===== src/rtl/cpu16_pkg.sv =====
// Shared opcode, ALU-class and FSM encodings for the 16-bit CPU front end,
// plus the control bundle passed from the decoder to the sequencer.
package cpu16_pkg;

  localparam logic [2:0] OP_RTYPE = 3'b000;
  localparam logic [2:0] OP_ADDI  = 3'b001;
  localparam logic [2:0] OP_LW    = 3'b010;
  localparam logic [2:0] OP_SW    = 3'b011;
  localparam logic [2:0] OP_BEQ   = 3'b100;
  localparam logic [2:0] OP_MUL   = 3'b101;
  localparam logic [2:0] OP_ILL   = 3'b110;
  localparam logic [2:0] OP_HALT  = 3'b111;

  localparam logic [1:0] ALUOP_ADD   = 2'b00;
  localparam logic [1:0] ALUOP_SUB   = 2'b01;
  localparam logic [1:0] ALUOP_FUNCT = 2'b10;

  typedef enum logic [1:0] {
    S_FETCH,
    S_EXEC,
    S_COMMIT,
    S_HALT
  } state_t;

  typedef struct packed {
    logic       reg_dst;
    logic       branch;
    logic       mem_read;
    logic       mem_write;
    logic       mem_to_reg;
    logic       alu_src;
    logic       reg_write;
    logic       mul_reg_write;
    logic [1:0] alu_op;
  } ctrl_t;

  localparam ctrl_t CTRL_NONE = '0;

  // Settling view of a control bundle: everything except the state-changing strobes.
  function automatic ctrl_t strip_writes(input ctrl_t c);
    ctrl_t r;
    r               = c;
    r.mem_write     = 1'b0;
    r.reg_write     = 1'b0;
    r.mul_reg_write = 1'b0;
    return r;
  endfunction

endpackage


===== src/rtl/main_decoder.sv =====
// Combinational opcode decoder: maps Instruction[15:13] to the full control
// bundle, flagging the halt opcode and the single undefined opcode.
module main_decoder
  import cpu16_pkg::*;
#(
  parameter logic [2:0] HALT_OPCODE = OP_HALT
) (
  input  logic [2:0] opcode,
  output ctrl_t      ctrl,
  output logic       illegal,
  output logic       halt
);

  always_comb begin
    // NOTE: every output gets a default before the case so no path leaves one unassigned, which would infer a latch.
    ctrl    = CTRL_NONE;
    illegal = 1'b0;
    halt    = 1'b0;
    if (opcode == HALT_OPCODE) begin
      halt = 1'b1;
    end else begin
      case (opcode)
        OP_RTYPE: begin
          ctrl.reg_dst   = 1'b1;
          ctrl.reg_write = 1'b1;
          ctrl.alu_op    = ALUOP_FUNCT;
        end
        OP_ADDI: begin
          ctrl.alu_src   = 1'b1;
          ctrl.reg_write = 1'b1;
          ctrl.alu_op    = ALUOP_ADD;
        end
        OP_LW: begin
          ctrl.alu_src    = 1'b1;
          ctrl.mem_read   = 1'b1;
          ctrl.mem_to_reg = 1'b1;
          ctrl.reg_write  = 1'b1;
          ctrl.alu_op     = ALUOP_ADD;
        end
        OP_SW: begin
          ctrl.alu_src   = 1'b1;
          ctrl.mem_write = 1'b1;
          ctrl.alu_op    = ALUOP_ADD;
        end
        OP_BEQ: begin
          ctrl.branch = 1'b1;
          ctrl.alu_op = ALUOP_SUB;
        end
        OP_MUL: begin
          ctrl.reg_dst       = 1'b1;
          ctrl.mul_reg_write = 1'b1;
          ctrl.alu_op        = ALUOP_FUNCT;
        end
        // Undefined opcode executes as a NOP with no controls.
        default: illegal = 1'b1;
      endcase
    end
  end

endmodule


===== src/rtl/fetch_control_unit.sv =====
// Multi-cycle fetch/execute sequencer for the 16-bit CPU (FETCH, EXEC, COMMIT, HALT).
// Define FETCH_CONTROL_RETIRE_COUNT_EN to build the saturating retired-instruction counter.
module fetch_control_unit
  import cpu16_pkg::*;
#(
  parameter logic [15:0] RESET_PC    = 16'h0000,
  parameter logic [2:0]  HALT_OPCODE = OP_HALT
) (
  input  logic        Clock,
  input  logic        Reset,
  output logic [15:0] IAddr,
  output logic        IReq,
  input  logic        IAck,
  input  logic [15:0] IData,
  output logic [15:0] Instruction,
  output logic [15:0] PCNext,
  input  logic [15:0] BEQPC,
  output logic        RegDst,
  output logic        Branch,
  output logic        MemRead,
  output logic        MemWrite,
  output logic        MemToReg,
  output logic        ALUSrc,
  output logic        RegWrite,
  output logic        MulRegWrite,
  output logic [1:0]  ALUOp,
  output logic        Halted,
  output logic        IllegalOp,
  output logic [15:0] InstrRetired
);

  localparam logic [15:0] RESET_PC_ALIGNED = {RESET_PC[15:1], 1'b0};

  state_t      state, state_next;
  logic [15:0] pc;
  logic [15:0] instr_q;
  logic        illegal_q;
  logic [2:0]  dec_opcode;
  ctrl_t       dec_ctrl;
  ctrl_t       ctrl_out;
  logic        dec_illegal;
  logic        dec_halt;
  logic        fetch_done;
  logic        beqpc_lsb_unused;

  assign beqpc_lsb_unused = BEQPC[0];
  assign fetch_done       = (state == S_FETCH) && IAck;

  // During FETCH the decoder looks at the incoming word so IllegalOp rises with the fetch itself.
  assign dec_opcode = (state == S_FETCH) ? IData[15:13] : instr_q[15:13];

  main_decoder #(
    .HALT_OPCODE (HALT_OPCODE)
  ) u_decoder (
    .opcode  (dec_opcode),
    .ctrl    (dec_ctrl),
    .illegal (dec_illegal),
    .halt    (dec_halt)
  );

  always_comb begin
    state_next = state;
    ctrl_out   = CTRL_NONE;
    case (state)
      S_FETCH: begin
        if (IAck) state_next = S_EXEC;
      end
      S_EXEC: begin
        ctrl_out   = strip_writes(dec_ctrl);
        state_next = dec_halt ? S_HALT : S_COMMIT;
      end
      S_COMMIT: begin
        ctrl_out   = dec_ctrl;
        state_next = S_FETCH;
      end
      default: state_next = S_HALT;
    endcase
  end

  always_ff @(posedge Clock) begin
    // NOTE: state registers use non-blocking assignments so every flop samples pre-edge values regardless of statement order.
    if (Reset) begin
      state     <= S_FETCH;
      pc        <= RESET_PC_ALIGNED;
      instr_q   <= '0;
      illegal_q <= 1'b0;
    end else begin
      state <= state_next;
      if (fetch_done) begin
        instr_q <= IData;
        if (dec_illegal) illegal_q <= 1'b1;
      end
      if (state == S_COMMIT) pc <= {BEQPC[15:1], 1'b0};
    end
  end

`ifdef FETCH_CONTROL_RETIRE_COUNT_EN
  logic [15:0] retired_q;

  always_ff @(posedge Clock) begin
    if (Reset) begin
      retired_q <= '0;
    end else if ((state == S_COMMIT) && (retired_q != 16'hFFFF)) begin
      retired_q <= retired_q + 16'd1;
    end
  end

  assign InstrRetired = retired_q;
`else
  assign InstrRetired = 16'h0000;
`endif

  // Request is masked while Reset is held so a reset cycle never looks like a live fetch.
  assign IReq        = (state == S_FETCH) && !Reset;
  assign IAddr       = pc;
  assign PCNext      = pc + 16'd2;
  assign Instruction = instr_q;
  assign Halted      = (state == S_HALT);
  assign IllegalOp   = illegal_q;

  assign RegDst      = ctrl_out.reg_dst;
  assign Branch      = ctrl_out.branch;
  assign MemRead     = ctrl_out.mem_read;
  assign MemWrite    = ctrl_out.mem_write;
  assign MemToReg    = ctrl_out.mem_to_reg;
  assign ALUSrc      = ctrl_out.alu_src;
  assign RegWrite    = ctrl_out.reg_write;
  assign MulRegWrite = ctrl_out.mul_reg_write;
  assign ALUOp       = ctrl_out.alu_op;

endmodule


===== config.mk =====
export PLATFORM = sky130hd
export DESIGN_NAME = fetch_control_unit
export DESIGN_NICKNAME = d
export VERILOG_FILES = /design/src/rtl/cpu16_pkg.sv /design/src/rtl/main_decoder.sv /design/src/rtl/fetch_control_unit.sv
export SDC_FILE = /design/constraint.sdc
export NUM_CORES = 1
export LEC_CHECK = 0
export CORE_ASPECT_RATIO = 0.5
export CORE_MARGIN = 8
export CORE_UTILIZATION = 41
export CTS_BUF_LIST = sky130_fd_sc_hd__clkbuf_8
export CTS_CLUSTER_SIZE = 10
export DETAILED_ROUTE_END_ITERATION = 6
export GPL_ROUTABILITY_DRIVEN = 0
export PLACE_DENSITY = 0.95
export SLEW_MARGIN = 20
export SYNTH_ARGS = -nofsm -noshare
export SYNTH_HDL_FRONTEND = slang
export SYNTH_SLANG_ARGS = --single-unit

===== constraint.sdc =====
create_clock -name Clock -period 2.6 [get_ports Clock]
set_input_delay 0.52 -clock Clock [delete_from_list [all_inputs] [get_ports Clock]]
set_output_delay 0.52 -clock Clock [all_outputs]
set_load 0.05 [all_outputs]

# == Word-level counts from Yosys, hierarchy flattened ==
# Index checks and enable logic that the tools add are counted.
# op_classes
div,0
bitwise_logic,0
order_cmp,0
shifts,0
addsub,1
n_eq_ne,10
mul,0
muxes,17
n_reduce_logical,10
# ops
operator,count
$pmux 10 s2,1
$add 16x2->16 const B,1
$mux 1,11
$mux 10,1
$eq 3x3->1 const B,3
$eq 3x2->1 const B,2
$pmux 2 s3,1
$reduce_or 3->1,2
$reduce_or 6->1,1
$eq 2x2->1 const B,2
$pmux 2 s2,1
$eq 3x1->1 const B,1
$logic_not 3->1,1
$mux 3,1
$eq 2x1->1 const B,1
$logic_and 1x1->1,2
$logic_not 2->1,1
$mux 2,1
$ne 2x2->1 const B,1
$reduce_and 2->1,1
$reduce_or 2->1,1
$logic_not 1->1,1
# word_totals
in_bits,35
n_memories,0
output_inout_bits,77
ramBits,0
latchBits,0
romBits,0
elab_cells,42
regBits,34

# == Logic depth before layout (Yosys ltp) ==
# logic_depth
depth_word,7
ltp_mapped,8
depth_no_buf,5

# == Modules after synthesis ==
# Synthesis repeated with hierarchy kept, for this count alone.
# hier_totals
hier_cells,229
hier_area_um2,1896.8
# modules_own_cells
module,area_each_um2,instances,cells_each,seq_area_each_um2
fetch_control_unit,1776.7,1,211,680.7
main_decoder,120.1,1,18,0.0

# == Worst setup path before layout ==
# Ideal clock, no wire load.
# synth_path
kind,register to output
from,register state[0]
to,output ALUOp[1]
stages_incl_launch_ff,8
arrival_time_ps,2669
slack_ps,-589
path_buffers,2
required_ps,2080
path_cell_list,dfxtp_1 -> inv_1 -> ha_1 -> buf_2 -> nor3_1 -> a21oi_1 -> a211oi_1 -> buf_4
# synth_via
elab_chain_cells,7
elab_cells_between_ends,12
# synth_rtl
item,line,text
"start, declared",fetch_control_unit.sv:34,"state_t state, state_next;"
"start signal, assigned",fetch_control_unit.sv:88,state <= state_next;
$logic_not 2->1,fetch_control_unit.sv:50,assign dec_opcode = (state == S_FETCH) ? IData[15:13] : instr_q[15:13];
$mux 3,fetch_control_unit.sv:50,
$eq 3x3->1 / $logic_not 3->1 (equally long branches),main_decoder.sv:22,case (opcode)
$reduce_or 2->1 (no source line),-,
$pmux 2 s2,main_decoder.sv:22,
$mux 10,main_decoder.sv:19,if (opcode == HALT_OPCODE) begin
$pmux 10 s2 (*),fetch_control_unit.sv:64,case (state)
"end, declared",fetch_control_unit.sv:26,"output logic [1:0] ALUOp,"
# Every way passes the cells marked *; elsewhere a longest branch is shown, timed or not.

# == Final worst setup path ==
# layout_path
from,"register pc[1], in the netlist IAddr[1]"
to,output PCNext[6]
# layout_via
elab_chain_cells,1
# layout_rtl
item,line,text
"start, declared",fetch_control_unit.sv:35,logic [15:0] pc;
"start signal, assigned",fetch_control_unit.sv:93,"if (state == S_COMMIT) pc <= {BEQPC[15:1], 1'b0};"
$add 16x2->16,fetch_control_unit.sv:116,assign PCNext = pc + 16'd2;
"end, declared",fetch_control_unit.sv:16,"output logic [15:0] PCNext,"
# No other way between the ends.

==> results.sh <==
export IMPL_result_of_the_run="finished, final reports clean"
export IMPL_cts_sinks=34
export IMPL_crit_path_start_kind="register"
export IMPL_finClkSkew_ns=0.00833
export IMPL_wl_per_cell_um=16.6
export IMPL_p_leak_nw=1.24
export IMPL_cts_buffer_depth=2
export IMPL_die_width_um=111
export IMPL_start_util=0.424
export IMPL_die_y_um=63.6
export IMPL_drv_max_cap_violation_count=0
export IMPL_floorplan_die_area_mm2=0.00707
export IMPL_ctsHtreeMaxLevel=2
export IMPL_timing_final_crit_period_ns=2.52
export IMPL_timing_final_ws_setup_ns=0.0824
export IMPL_synth_flop_type="sky130_fd_sc_hd__dfxtp_1"
export IMPL_grt_pass1_vias=1969
export IMPL_vdd_ir_drop_worst_v=0.000349
export IMPL_total_setup_violations_reported_at_the_end_of_the_flow=0
export IMPL_stdcell_count=374
export IMPL_globalRouteOverflowTotal=0
export IMPL_post_synth_top_area_fraction=0.367
export IMPL_synth_edf_count=0
export IMPL_layout_worst_path_cycle_share=0.968
export IMPL_worst_endpoint_arrival_ns=2.00
export IMPL_tritoncts="built"
export IMPL_std_cell_rows=17
export IMPL_ys_warnings_count=0
export IMPL_vias_per_cell=4.98
export IMPL_first_pass_iters=4
export IMPL_drive_gt1_frac=0.167
export IMPL_critical_path_peak_fanout=6
export IMPL_grt_start_max_net_pins=35
export IMPL_hold_buffer_count_at_cts=0
export IMPL_tritoncts_num_buffers=5
export IMPL_dp_hpwl_mm=4.78
export IMPL_layout_area_overhead_vs_synth_pct=66.1
export IMPL_timing_worst_slew_pin_value_ns=0.582
export IMPL_seq_area_frac_synth=0.367
export IMPL_antenna_cells_inserted=0
export IMPL_synth_async_sr_flop_share=0
export IMPL_path_cells="and2_1, nand4_1, xnor2_1, clkdlybuf4s50_1"
export IMPL_drt_iter0_markers=64
export IMPL_initial_antenna_violation_count=0
export IMPL_cp_data_required_time_ns=2.08
export IMPL_synth_area_leaders="sky130_fd_sc_hd__dfxtp_1 (37%), sky130_fd_sc_hd__buf_4 (8.9%), sky130_fd_sc_hd__mux2i_1 (8.1%), sky130_fd_sc_hd__nand2_1 (7.9%), sky130_fd_sc_hd__a21oi_1 (4.9%)"
export IMPL_drc_errors=0
export IMPL_fin_total_pwr_w=0.00241
export IMPL_cell_count_post_placement=364
export IMPL_clkLatencyLatePin_ns=0.29
export IMPL_net_count_reported_at_finish=356
export IMPL_grtUsageTotal=0.170
export IMPL_timing_slew_headroom=0.612
export IMPL_post_syn_area_per_cell_um2=8.14
export IMPL_final_wirelength_mm=6.22
export IMPL_post_synth_inst_count=228
export IMPL_clock_transition_at_the_registers_of_the_reported_paths_ns=0.07
export IMPL_buffer_ports_inserted=92
export IMPL_cpMaxStageDelayCell="sky130_fd_sc_hd__clkdlybuf4s50_1"
export IMPL_netlist_cell_type_count=30
export IMPL_routed_via_count=1863
export IMPL_synth_top_area_cell="sky130_fd_sc_hd__dfxtp_1"
export IMPL_utilization_after_layout=0.704
export IMPL_rsz_0062_raised_after_global_routing="false"
export IMPL_worst_setup_path_type="reg -> out"
export IMPL_p_per_area_mw_per_mm2=782
export IMPL_most_frequent_cell_after_synthesis="sky130_fd_sc_hd__nand2_1"
export IMPL_critical_path_s_largest_stage_delay_ns=0.82
export IMPL_worst_hold_path_type="reg -> reg"
export IMPL_max_clock_freq_ghz=0.397
export IMPL_hold_ws_ns=0.461
export IMPL_netlist_area_mm2=0.00186
export IMPL_worstSetupEndpointType="output port"
export IMPL_dpl_worst_slack_ns=0.0849
export IMPL_grt_first_pass_wirelength_mm=9.99
export IMPL_core_region_area_mm2=0.00438
export IMPL_postRouteAntennaNets=0
export IMPL_top_level_ports=112
export IMPL_hold_violations=0
export IMPL_yosys_register_bits=34
export IMPL_ys_top_cells_by_count="sky130_fd_sc_hd__nand2_1 (39), sky130_fd_sc_hd__dfxtp_1 (34), sky130_fd_sc_hd__buf_4 (22), sky130_fd_sc_hd__nor2_1 (22), sky130_fd_sc_hd__a21oi_1 (18)"
export IMPL_timing_max_transition_violations_final=0
export IMPL_cts_root_buffer_cell="sky130_fd_sc_hd__clkbuf_8"
[routing by layer]
layer,share of wire,track usage,up-vias
li1,-,-,901
met5,0,0,-
met4,0.021,0.0626,0
met3,0.063,0.0604,10
met1,0.38,0.171,882
met2,0.53,0.319,70
[area by class of cell]
cell class / instances / area (µm²)
timing repair buffer: 98 / 1080
fill: 330 / 1300
multi-input combinational: 173 / 1090
sequential: 34 / 683
inverter: 4 / 15.0
tap: 57 / 71.3
clock buffer: 6 / 82.6
clock inverter: 2 / 60.1
[cells by family (layout without fill, tap and decap cells)]
| logic type | count (synthesis) | count (layout) | share of synthesized area |
|---|---|---|---|
| compound gates | 28 | 28 | 0.0863 |
| simple gates | 93 | 93 | 0.231 |
| buf+inv | 38 | 110 | 0.126 |
| mux | 16 | 16 | 0.0930 |
| other cells | 1 | 18 | 0.00202 |
| flops | 34 | 34 | 0.367 |
| fa+ha+maj | 5 | 5 | 0.0337 |
| xor+xnor | 13 | 13 | 0.0613 |
[power by group]
group          total, W  switching [W]  internal [W]
clock          0.000603       0.000194      0.000409
sequential     0.000667      0.0000807      0.000586
combinational   0.00114       0.000723      0.000419
[worst max-delay path, delay by kind of cell (launching register included)]
kind          cells  cell delay (ns)
simple gates      2             0.35
xor+xnor          1             0.17
buf+inv           1             0.82
flops             1             0.37
[final timing paths]
check | slack, ns | endpoint | startpoint | cells past startpoint
hold reg to reg | 0.46 | Instruction[2] | Instruction[2] | 2
setup reg to reg | 0.96 | IllegalOp | state[0] | 5
hold / removal | 0.46 | Instruction[2] | Instruction[2] | 2
setup / recovery | 0.08 | PCNext[6] | IAddr[1] | 4
[placed cells by master, fill, tap and decap left out, types with 4 or more instances in the layout]
cell type and count:
sky130_fd_sc_hd__nand2_1 39, sky130_fd_sc_hd__buf_4 14, sky130_fd_sc_hd__and2_1 4, sky130_fd_sc_hd__ha_1 4, sky130_fd_sc_hd__conb_1 18, sky130_fd_sc_hd__buf_12 13
sky130_fd_sc_hd__nor2_1 21, sky130_fd_sc_hd__xnor2_2 6, sky130_fd_sc_hd__clkbuf_8 6, sky130_fd_sc_hd__inv_1 4, sky130_fd_sc_hd__a21oi_1 18, sky130_fd_sc_hd__nand4_1 5
sky130_fd_sc_hd__mux2i_1 15, sky130_fd_sc_hd__nand3_1 7, sky130_fd_sc_hd__dfxtp_1 32, sky130_fd_sc_hd__clkdlybuf4s50_1 70
[sequential cells by signal (all words and copies together) (netlist names)]
register	count
IAddr	15
state	2
IllegalOp	1
Instruction	16
[metrics by stage]
| stage | setup TNS, ns | cell area, µm² |
|---|---|---|
| global route | 0 | 3080 |
| floorplan | -0.235 | 1990 |
| CTS | 0 | 3070 |
| global placement | 0 | 2910 |
| detailed placement | 0 | 2910 |
| finish | 0 | 3080 |
[timing repair]
action,CTS,global route
gates resized for setup,1,3
hold endpoints to repair,0,0
buffers inserted,2,0
setup endpoints to repair,8,10
pin swaps,2,1
Note: power is estimated with default switching activity, not from simulation.
